--- config.mk ---
export PLATFORM = sky130hd
export DESIGN_NAME = red_pitaya_dac_seq_flat
export DESIGN_NICKNAME = d
export VERILOG_FILES = /design/src/rtl/red_pitaya_dac_seq_pkg.sv /design/src/rtl/red_pitaya_dac_seq_if.sv /design/src/rtl/red_pitaya_dac_seq_ch.sv /design/src/rtl/red_pitaya_dac_seq.sv /design/src/flat_wrapper.sv
export SDC_FILE = /design/constraint.sdc
export NUM_CORES = 1
export LEC_CHECK = 0
export ABC_CLOCK_PERIOD_IN_PS = 8000
export BUFFER_PORTS_ARGS = -buffer_cell sky130_fd_sc_hd__buf_2
export CORE_ASPECT_RATIO = 1.2
export CORE_MARGIN = 2
export CORE_UTILIZATION = 40
export CTS_BUF_LIST = sky130_fd_sc_hd__clkbuf_16
export CTS_CLUSTER_SIZE = 10
export DETAILED_ROUTE_END_ITERATION = 16
export PLACE_DENSITY_LB_ADDON = 0.05
export SETUP_SLACK_MARGIN = 0.3
export SYNTH_ARGS = -nofsm -noshare
export SYNTH_HDL_FRONTEND = slang
export SYNTH_HIERARCHICAL = 1
export SYNTH_SLANG_ARGS = --single-unit
--- constraint.sdc ---
create_clock -name adc_clk_i -period 8 [get_ports adc_clk_i]
set_input_delay 1.6 -clock adc_clk_i [delete_from_list [all_inputs] [get_ports adc_clk_i]]
set_output_delay 1.6 -clock adc_clk_i [all_outputs]
set_load 0.02 [all_outputs]
--- src/rtl/red_pitaya_dac_seq_pkg.sv ---
// Shared widths, gain scale, channel state encoding and gain ramp helpers
// for the DAC output sequencer.
package red_pitaya_dac_seq_pkg;

    localparam int DW = 14;
    localparam int GW = 10;

    typedef logic signed [DW-1:0] sample_t;
    typedef logic        [GW:0]   gain_t;

    localparam gain_t FULL = {1'b1, {GW{1'b0}}};

    localparam logic [1:0] ST_OFF       = 2'd0;
    localparam logic [1:0] ST_RAMP_UP   = 2'd1;
    localparam logic [1:0] ST_ON        = 2'd2;
    localparam logic [1:0] ST_RAMP_DOWN = 2'd3;

    // A zero step means "jump to the end of the ramp" in both directions.
    function automatic gain_t gain_up(input gain_t g, input logic [GW-1:0] step);
        logic [GW+1:0] sum;
        sum = {1'b0, g} + {2'b00, step};
        if (step == '0 || sum >= {1'b0, FULL}) begin
            return FULL;
        end
        return sum[GW:0];
    endfunction

    function automatic gain_t gain_down(input gain_t g, input logic [GW-1:0] step);
        if (step == '0 || {1'b0, step} >= g) begin
            return '0;
        end
        return g - {1'b0, step};
    endfunction

endpackage

--- src/rtl/red_pitaya_dac_seq_if.sv ---
// Control, source and DAC-side signals of the sequencer; slave is the
// sequencer itself, master is whatever drives the sources and reads the DAC side.
interface red_pitaya_dac_seq_if
    import red_pitaya_dac_seq_pkg::*;
();

    logic            dac_locked_i;
    logic [1:0]      ch_ena_i;
    logic [1:0]      ch_sel_i;
    logic [GW-1:0]   ramp_step_i;
    sample_t         src0_a_i;
    sample_t         src0_b_i;
    sample_t         src1_a_i;
    sample_t         src1_b_i;
    sample_t         dac_dat_a_o;
    sample_t         dac_dat_b_o;
    logic [1:0]      ch_on_o;
    logic [1:0]      ch_busy_o;

    modport master (
        output dac_locked_i, ch_ena_i, ch_sel_i, ramp_step_i,
               src0_a_i, src0_b_i, src1_a_i, src1_b_i,
        input  dac_dat_a_o, dac_dat_b_o, ch_on_o, ch_busy_o
    );

    modport slave (
        input  dac_locked_i, ch_ena_i, ch_sel_i, ramp_step_i,
               src0_a_i, src0_b_i, src1_a_i, src1_b_i,
        output dac_dat_a_o, dac_dat_b_o, ch_on_o, ch_busy_o
    );

endinterface

--- src/rtl/red_pitaya_dac_seq_ch.sv ---
// One DAC channel: enable/source-switch FSM with soft gain ramp, followed by
// a two-stage select-and-scale datapath.
module red_pitaya_dac_seq_ch
    import red_pitaya_dac_seq_pkg::*;
(
    input  logic          i_clk,
    input  logic          i_rst_n,
    input  logic          i_locked,
    input  logic          i_ena,
    input  logic          i_sel,
    input  logic [GW-1:0] i_step,
    input  sample_t       i_src0,
    input  sample_t       i_src1,
    output sample_t       o_dat,
    output logic          o_on,
    output logic          o_busy
);

    logic [1:0] r_state;
    gain_t      r_gain;
    logic       r_active_sel;

    logic [1:0] w_state_nxt;
    gain_t      w_gain_nxt;
    logic       w_sel_nxt;
    gain_t      w_first;
    gain_t      w_up;
    gain_t      w_dn;
    logic       w_leave;

    // Leaving OFF already applies the first ramp step, so a zero step reaches ON in one edge.
    always_comb begin
        w_state_nxt = r_state;
        w_gain_nxt  = r_gain;
        w_sel_nxt   = r_active_sel;
        w_first     = gain_up('0, i_step);
        w_up        = gain_up(r_gain, i_step);
        w_dn        = gain_down(r_gain, i_step);
        w_leave     = !i_ena || (i_sel != r_active_sel);

        case (r_state)
            ST_OFF: begin
                w_gain_nxt = '0;
                if (i_ena) begin
                    w_sel_nxt   = i_sel;
                    w_gain_nxt  = w_first;
                    w_state_nxt = (w_first == FULL) ? ST_ON : ST_RAMP_UP;
                end
            end
            ST_RAMP_UP, ST_ON: begin
                if (w_leave) begin
                    w_gain_nxt  = w_dn;
                    w_state_nxt = (w_dn == '0) ? ST_OFF : ST_RAMP_DOWN;
                end else begin
                    w_gain_nxt  = w_up;
                    w_state_nxt = (w_up == FULL) ? ST_ON : ST_RAMP_UP;
                end
            end
            ST_RAMP_DOWN: begin
                w_gain_nxt  = w_dn;
                w_state_nxt = (w_dn == '0) ? ST_OFF : ST_RAMP_DOWN;
            end
            default: begin
                w_gain_nxt  = '0;
                w_state_nxt = ST_OFF;
            end
        endcase

        if (!i_locked) begin
            w_gain_nxt  = '0;
            w_state_nxt = ST_OFF;
        end
    end

    always_ff @(posedge i_clk or negedge i_rst_n) begin
        if (!i_rst_n) begin
            r_state      <= ST_OFF;
            r_gain       <= '0;
            r_active_sel <= 1'b0;
        end else begin
            r_state      <= w_state_nxt;
            r_gain       <= w_gain_nxt;
            r_active_sel <= w_sel_nxt;
        end
    end

    sample_t                  r_x;
    gain_t                    r_g;
    sample_t                  r_out;
    logic signed [DW+GW-1:0]  w_x_ext;
    logic signed [DW+GW-1:0]  w_g_ext;
    logic signed [DW+GW-1:0]  w_prod;

    // |x*g| never exceeds 2**(DW+GW-1), so DW+GW signed bits hold the product exactly.
    assign w_x_ext = (DW+GW)'(r_x);
    assign w_g_ext = (DW+GW)'({1'b0, r_g});
    assign w_prod  = w_x_ext * w_g_ext;

    always_ff @(posedge i_clk or negedge i_rst_n) begin
        if (!i_rst_n) begin
            r_x   <= '0;
            r_g   <= '0;
            r_out <= '0;
        end else if (!i_locked) begin
            r_x   <= '0;
            r_g   <= '0;
            r_out <= '0;
        end else begin
            r_x   <= r_active_sel ? i_src1 : i_src0;
            r_g   <= r_gain;
            r_out <= sample_t'(w_prod >>> GW);
        end
    end

    assign o_dat  = r_out;
    assign o_on   = (r_state == ST_ON);
    assign o_busy = (r_state == ST_RAMP_UP) || (r_state == ST_RAMP_DOWN);

endmodule

--- src/rtl/red_pitaya_dac_seq.sv ---
// Two-channel DAC output sequencer: one independent channel instance per
// DAC output, both in the adc_clk domain.
module red_pitaya_dac_seq (
    input  logic                 adc_clk_i,
    input  logic                 adc_rst_i,
    red_pitaya_dac_seq_if.slave  bus
);

    logic [1:0] w_on;
    logic [1:0] w_busy;

    red_pitaya_dac_seq_ch u_ch_a (
        .i_clk    (adc_clk_i),
        .i_rst_n  (adc_rst_i),
        .i_locked (bus.dac_locked_i),
        .i_ena    (bus.ch_ena_i[0]),
        .i_sel    (bus.ch_sel_i[0]),
        .i_step   (bus.ramp_step_i),
        .i_src0   (bus.src0_a_i),
        .i_src1   (bus.src1_a_i),
        .o_dat    (bus.dac_dat_a_o),
        .o_on     (w_on[0]),
        .o_busy   (w_busy[0])
    );

    red_pitaya_dac_seq_ch u_ch_b (
        .i_clk    (adc_clk_i),
        .i_rst_n  (adc_rst_i),
        .i_locked (bus.dac_locked_i),
        .i_ena    (bus.ch_ena_i[1]),
        .i_sel    (bus.ch_sel_i[1]),
        .i_step   (bus.ramp_step_i),
        .i_src0   (bus.src0_b_i),
        .i_src1   (bus.src1_b_i),
        .o_dat    (bus.dac_dat_b_o),
        .o_on     (w_on[1]),
        .o_busy   (w_busy[1])
    );

    assign bus.ch_on_o   = w_on;
    assign bus.ch_busy_o = w_busy;

endmodule

--- src/flat_wrapper.sv ---
// flat-port wrapper written by rule: the top's interface ports become plain ports
module red_pitaya_dac_seq_flat 
  (adc_clk_i, adc_rst_i, bus_dac_locked_i, bus_ch_ena_i, bus_ch_sel_i, bus_ramp_step_i, bus_src0_a_i, bus_src0_b_i, bus_src1_a_i, bus_src1_b_i, bus_dac_dat_a_o, bus_dac_dat_b_o, bus_ch_on_o, bus_ch_busy_o);
  red_pitaya_dac_seq_if bus_i ();
  input  logic adc_clk_i;
  input  logic adc_rst_i;
  input wire logic [$bits(bus_i.dac_locked_i)-1:0] bus_dac_locked_i;
  input wire logic [$bits(bus_i.ch_ena_i)-1:0] bus_ch_ena_i;
  input wire logic [$bits(bus_i.ch_sel_i)-1:0] bus_ch_sel_i;
  input wire logic [$bits(bus_i.ramp_step_i)-1:0] bus_ramp_step_i;
  input wire logic [$bits(bus_i.src0_a_i)-1:0] bus_src0_a_i;
  input wire logic [$bits(bus_i.src0_b_i)-1:0] bus_src0_b_i;
  input wire logic [$bits(bus_i.src1_a_i)-1:0] bus_src1_a_i;
  input wire logic [$bits(bus_i.src1_b_i)-1:0] bus_src1_b_i;
  output wire logic [$bits(bus_i.dac_dat_a_o)-1:0] bus_dac_dat_a_o;
  output wire logic [$bits(bus_i.dac_dat_b_o)-1:0] bus_dac_dat_b_o;
  output wire logic [$bits(bus_i.ch_on_o)-1:0] bus_ch_on_o;
  output wire logic [$bits(bus_i.ch_busy_o)-1:0] bus_ch_busy_o;
  assign bus_i.dac_locked_i = bus_dac_locked_i;
  assign bus_i.ch_ena_i = bus_ch_ena_i;
  assign bus_i.ch_sel_i = bus_ch_sel_i;
  assign bus_i.ramp_step_i = bus_ramp_step_i;
  assign bus_i.src0_a_i = bus_src0_a_i;
  assign bus_i.src0_b_i = bus_src0_b_i;
  assign bus_i.src1_a_i = bus_src1_a_i;
  assign bus_i.src1_b_i = bus_src1_b_i;
  assign bus_dac_dat_a_o = bus_i.dac_dat_a_o;
  assign bus_dac_dat_b_o = bus_i.dac_dat_b_o;
  assign bus_ch_on_o = bus_i.ch_on_o;
  assign bus_ch_busy_o = bus_i.ch_busy_o;
  red_pitaya_dac_seq u_core (.adc_clk_i(adc_clk_i), .adc_rst_i(adc_rst_i), .bus(bus_i));
endmodule
==> results.yml <==
floorplan:
  die_y_um: 231.3
  initial_core_util_pct: 40.36
  num_rows: 83
  ios: 105
  fp.dieArea_um2: 44750
  die_w_um: 193.5
  core_area_um2: 42680
critical_path:
  cp.depth: 17
  critPathLaunchType: "register"
  slowest_stage: "dfrtp_1"
  crit_arrival_ps: 6010
  crit_chain: "nand2_1, fa_1, fa_1, fa_1, inv_1, fa_1, inv_1, fa_1, inv_1, ha_1, and3_1, and3_1, a221oi_2, o31ai_4, a21o_1, or2_2, and3_1"
  reg2reg_slack_ps: 2260
  rr_worst_depth: 17
  cp_max_fo: 14
  r2r_end: "u_core/u_ch_a/o_dat[9]"
  max_stage_delay_ps: 650
  crit_top_cell: "fa_1"
  critPathKind: "reg2reg"
  crit_buf_inv: 3
  crit_family: "adder cells"
  end_kind: "register"
  crit_path_end: "u_core/u_ch_a/o_dat[9]"
  cp.required_ps: 8270
  r2r_start: "u_core/u_ch_a/r_g[4]"
  cp-startpoint: "u_core/u_ch_a/r_g[4]"
finish:
  nets: 2455
  diodes: 0
  multi_input_comb_area_um2: 12670
  area_delta_synth_final_pct: 7.255
  drive_gt1_share_pct: 8.541
  final-seq-area_um2: 2653
  fill_cells: 4290
logic_synthesis:
  synthesis.area_um2: 17230
  synth_edf_count: 0
  async_reset_ff_share_pct: 100.0
  yosysSeqAreaShare_pct: 15.40
  synth_cell_type_count: 90
  netlist_top_cells_count: "inv_1 (409), fa_1 (272), nand2_1 (259), ha_1 (148), and2_1 (112)"
  synth_top_area_cell: "fa_1"
  synthTopCellsByArea: "fa_1 (32%), dfrtp_1 (15%), ha_1 (11%)"
  synth.avg_cell_area_um2: 8.940
  yosysMostFrequentCell: "inv_1"
  synth_fp_nets: 2420
  ys.flop_type: "dfrtp_1"
  yosysWarnings: 6
  synth_top_area_share_pct: 31.61
  syn_inst: 1927
  ys_ff_latch: 106
global_routing:
  grt_first_pass_wirelength_um: 74340
  overflow: 0
  grt_max_degree: 58
  antenna_found_initial: 0
  grt_util_all_layers_pct: 21.17
  grt_pass1_vias: 14046
timing:
  fin_ws_ps: 2257
  slew_viol_final: 0
  tightest_slew_ps: 970.5
  fmax_mhz: 174.1
  timing.final.crit_period_ps: 5743
  fin_setup_tns_ps: 0
  finalHoldViolCount: 0
  fin_crit_sh_pct: 71.79
  rsz0062_at_grt: "false"
  skew_ps: 24.49
  max-slew-margin-rel_pct: 34.62
  setup_violations: 0
  holdWs_ps: 526.9
routing:
  dr.pass1.iters: 5
  avgViaCountPerCell: 5.066
  vias: 12762
  ant_nets: 0
  wl_per_cell_um: 18.00
  drt_iter0_markers: 559
  drc: 0
  wl_um: 45350
placement:
  port_buffers: 104
  place_ws_ps: 2228
  routabilityCongestion: 0.8619
  hpwl_um: 36720
cts:
  cts_tree: "done"
  clockRootBuffer: "clkbuf_16"
  clock_sink_count: 106
  post_cts_buffers: 0
  cts_resized: 0
  htreeDepth: 3
  cts.clk_slew.worst_paths_ps: 100
  clk_latency_ps: 400
  cts_hold_buf: 0
  numCtsBuffers: 9
  cts_buffer_depth: 2
pwr:
  p_total_mw: 3.798
  power_frac_clock_pct: 14.9
  seqPwrFrac_pct: 26.0
  power.share.switching_pct: 50.48
  internal_power_mw: 1.881
  power_switching_mw: 1.917
  p_comb_share_pct: 59.0
  cellPowerDensity_nw_per_um2: 205.5
  peakVddDrop_v: 0.0001457
  leakage_nw: 9.723
worst_hold_path:
  hold_path_class: "reg2reg"
run:
  cap_violations: 0
run_status:
  status: "complete, no violations"
==> logic make-up after synthesis <==
group | after synthesis | share of synthesized area, %
muxes | 34 | 2.041
buffers and inverters | 499 | 11.08
AOI/OAI and AO/OA | 196 | 8.548
DFF | 106 | 15.40
xor gates and xnor gates | 62 | 3.152
adders and majority gates | 420 | 42.36
and+or+nand+nor | 610 | 17.42
==> power by group through the flow <==
stage          Clock, mW  Combinational, mW  Sequential, mW
6_report           0.568               2.24           0.988
4_1_cts            0.587               2.27           0.993
2_1_floorplan          0               1.76           0.830
3_5_place_dp           0               2.25            1.00
3_3_place_gp           0               2.25            1.00
5_1_grt            0.601               2.55            1.02
==> layout by cell type, fill, tap and decap left out, drive strengths merged, types with 18 or more instances in the layout <==
| master | Yosys | final |
|---|---|---|
| a211oi | 22 | 22 |
| a21oi | 45 | 45 |
| and2 | 112 | 112 |
| buf | 18 | 110 |
| dfrtp | 106 | 106 |
| fa | 272 | 272 |
| ha | 148 | 148 |
| inv | 411 | 413 |
| mux2i | 31 | 31 |
| nand2 | 260 | 260 |
| nand3 | 20 | 20 |
| nor2 | 95 | 95 |
| nor3 | 20 | 20 |
| o21ai | 23 | 23 |
| xnor2 | 44 | 44 |
| xor2 | 18 | 18 |
==> per-layer routing <==
layer | vias up | track usage [%] | wire length (um)
met1 | 6421 | 25.89 | 19050
met4 | 0 | 7.323 | 1291
met5 | - | 0 | 0
met3 | 62 | 1.921 | 1267
met2 | 240 | 38.96 | 23740
li1 | 6039 | - | -
==> state kept, by name, indices dropped and copies added (netlist names), 2 cells and up <==
| register | count |
|---|---|
| u_core/u_ch_a/o_dat | 14 |
| u_core/u_ch_a/r_x | 14 |
| u_core/u_ch_b/o_dat | 14 |
| u_core/u_ch_b/r_x | 14 |
| u_core/u_ch_a/r_g | 11 |
| u_core/u_ch_a/r_gain | 11 |
| u_core/u_ch_b/r_g | 11 |
| u_core/u_ch_b/r_gain | 11 |
| u_core/u_ch_a/r_state | 2 |
| u_core/u_ch_b/r_state | 2 |
==> final cells by class <==
class,instances,area share (%)
tap,552,3.738
inverter,413,8.390
multi-input combinational,1322,68.55
timing repair buffer,110,3.074
clock buffer,9,1.219
sequential,106,14.36
clock inverter,7,0.6771
==> per-stage QoR <==
stage	instances	utilization, %	area [um2]
2_1_floorplan	1927	-	17230
3_3_place_gp	2503	42.47	18130
3_5_place_dp	2503	42.47	18130
4_1_cts	2519	43.29	18480
5_1_grt	2519	43.29	18480
6_report	2519	43.29	18480
==> how the worst min path moves through the flow <==
stage | start | end | slack [ps] | cells after the start
6_report | u_core/u_ch_b/r_gain[9] | u_core/u_ch_b/r_g[9] | 530 | 1
5_1_grt | u_core/u_ch_b/r_gain[9] | u_core/u_ch_b/r_g[9] | 560 | 1
4_1_cts | u_core/u_ch_b/r_gain[9] | u_core/u_ch_b/r_g[9] | 530 | 1
3_5_place_dp | u_core/u_ch_b/r_gain[8] | u_core/u_ch_b/r_g[8] | 530 | 1
3_3_place_gp | u_core/u_ch_b/r_gain[9] | u_core/u_ch_b/r_g[9] | 510 | 1
2_1_floorplan | u_core/u_ch_a/r_gain[0] | u_core/u_ch_a/r_g[0] | 480 | 2
(Power assumes the default switching activity.)
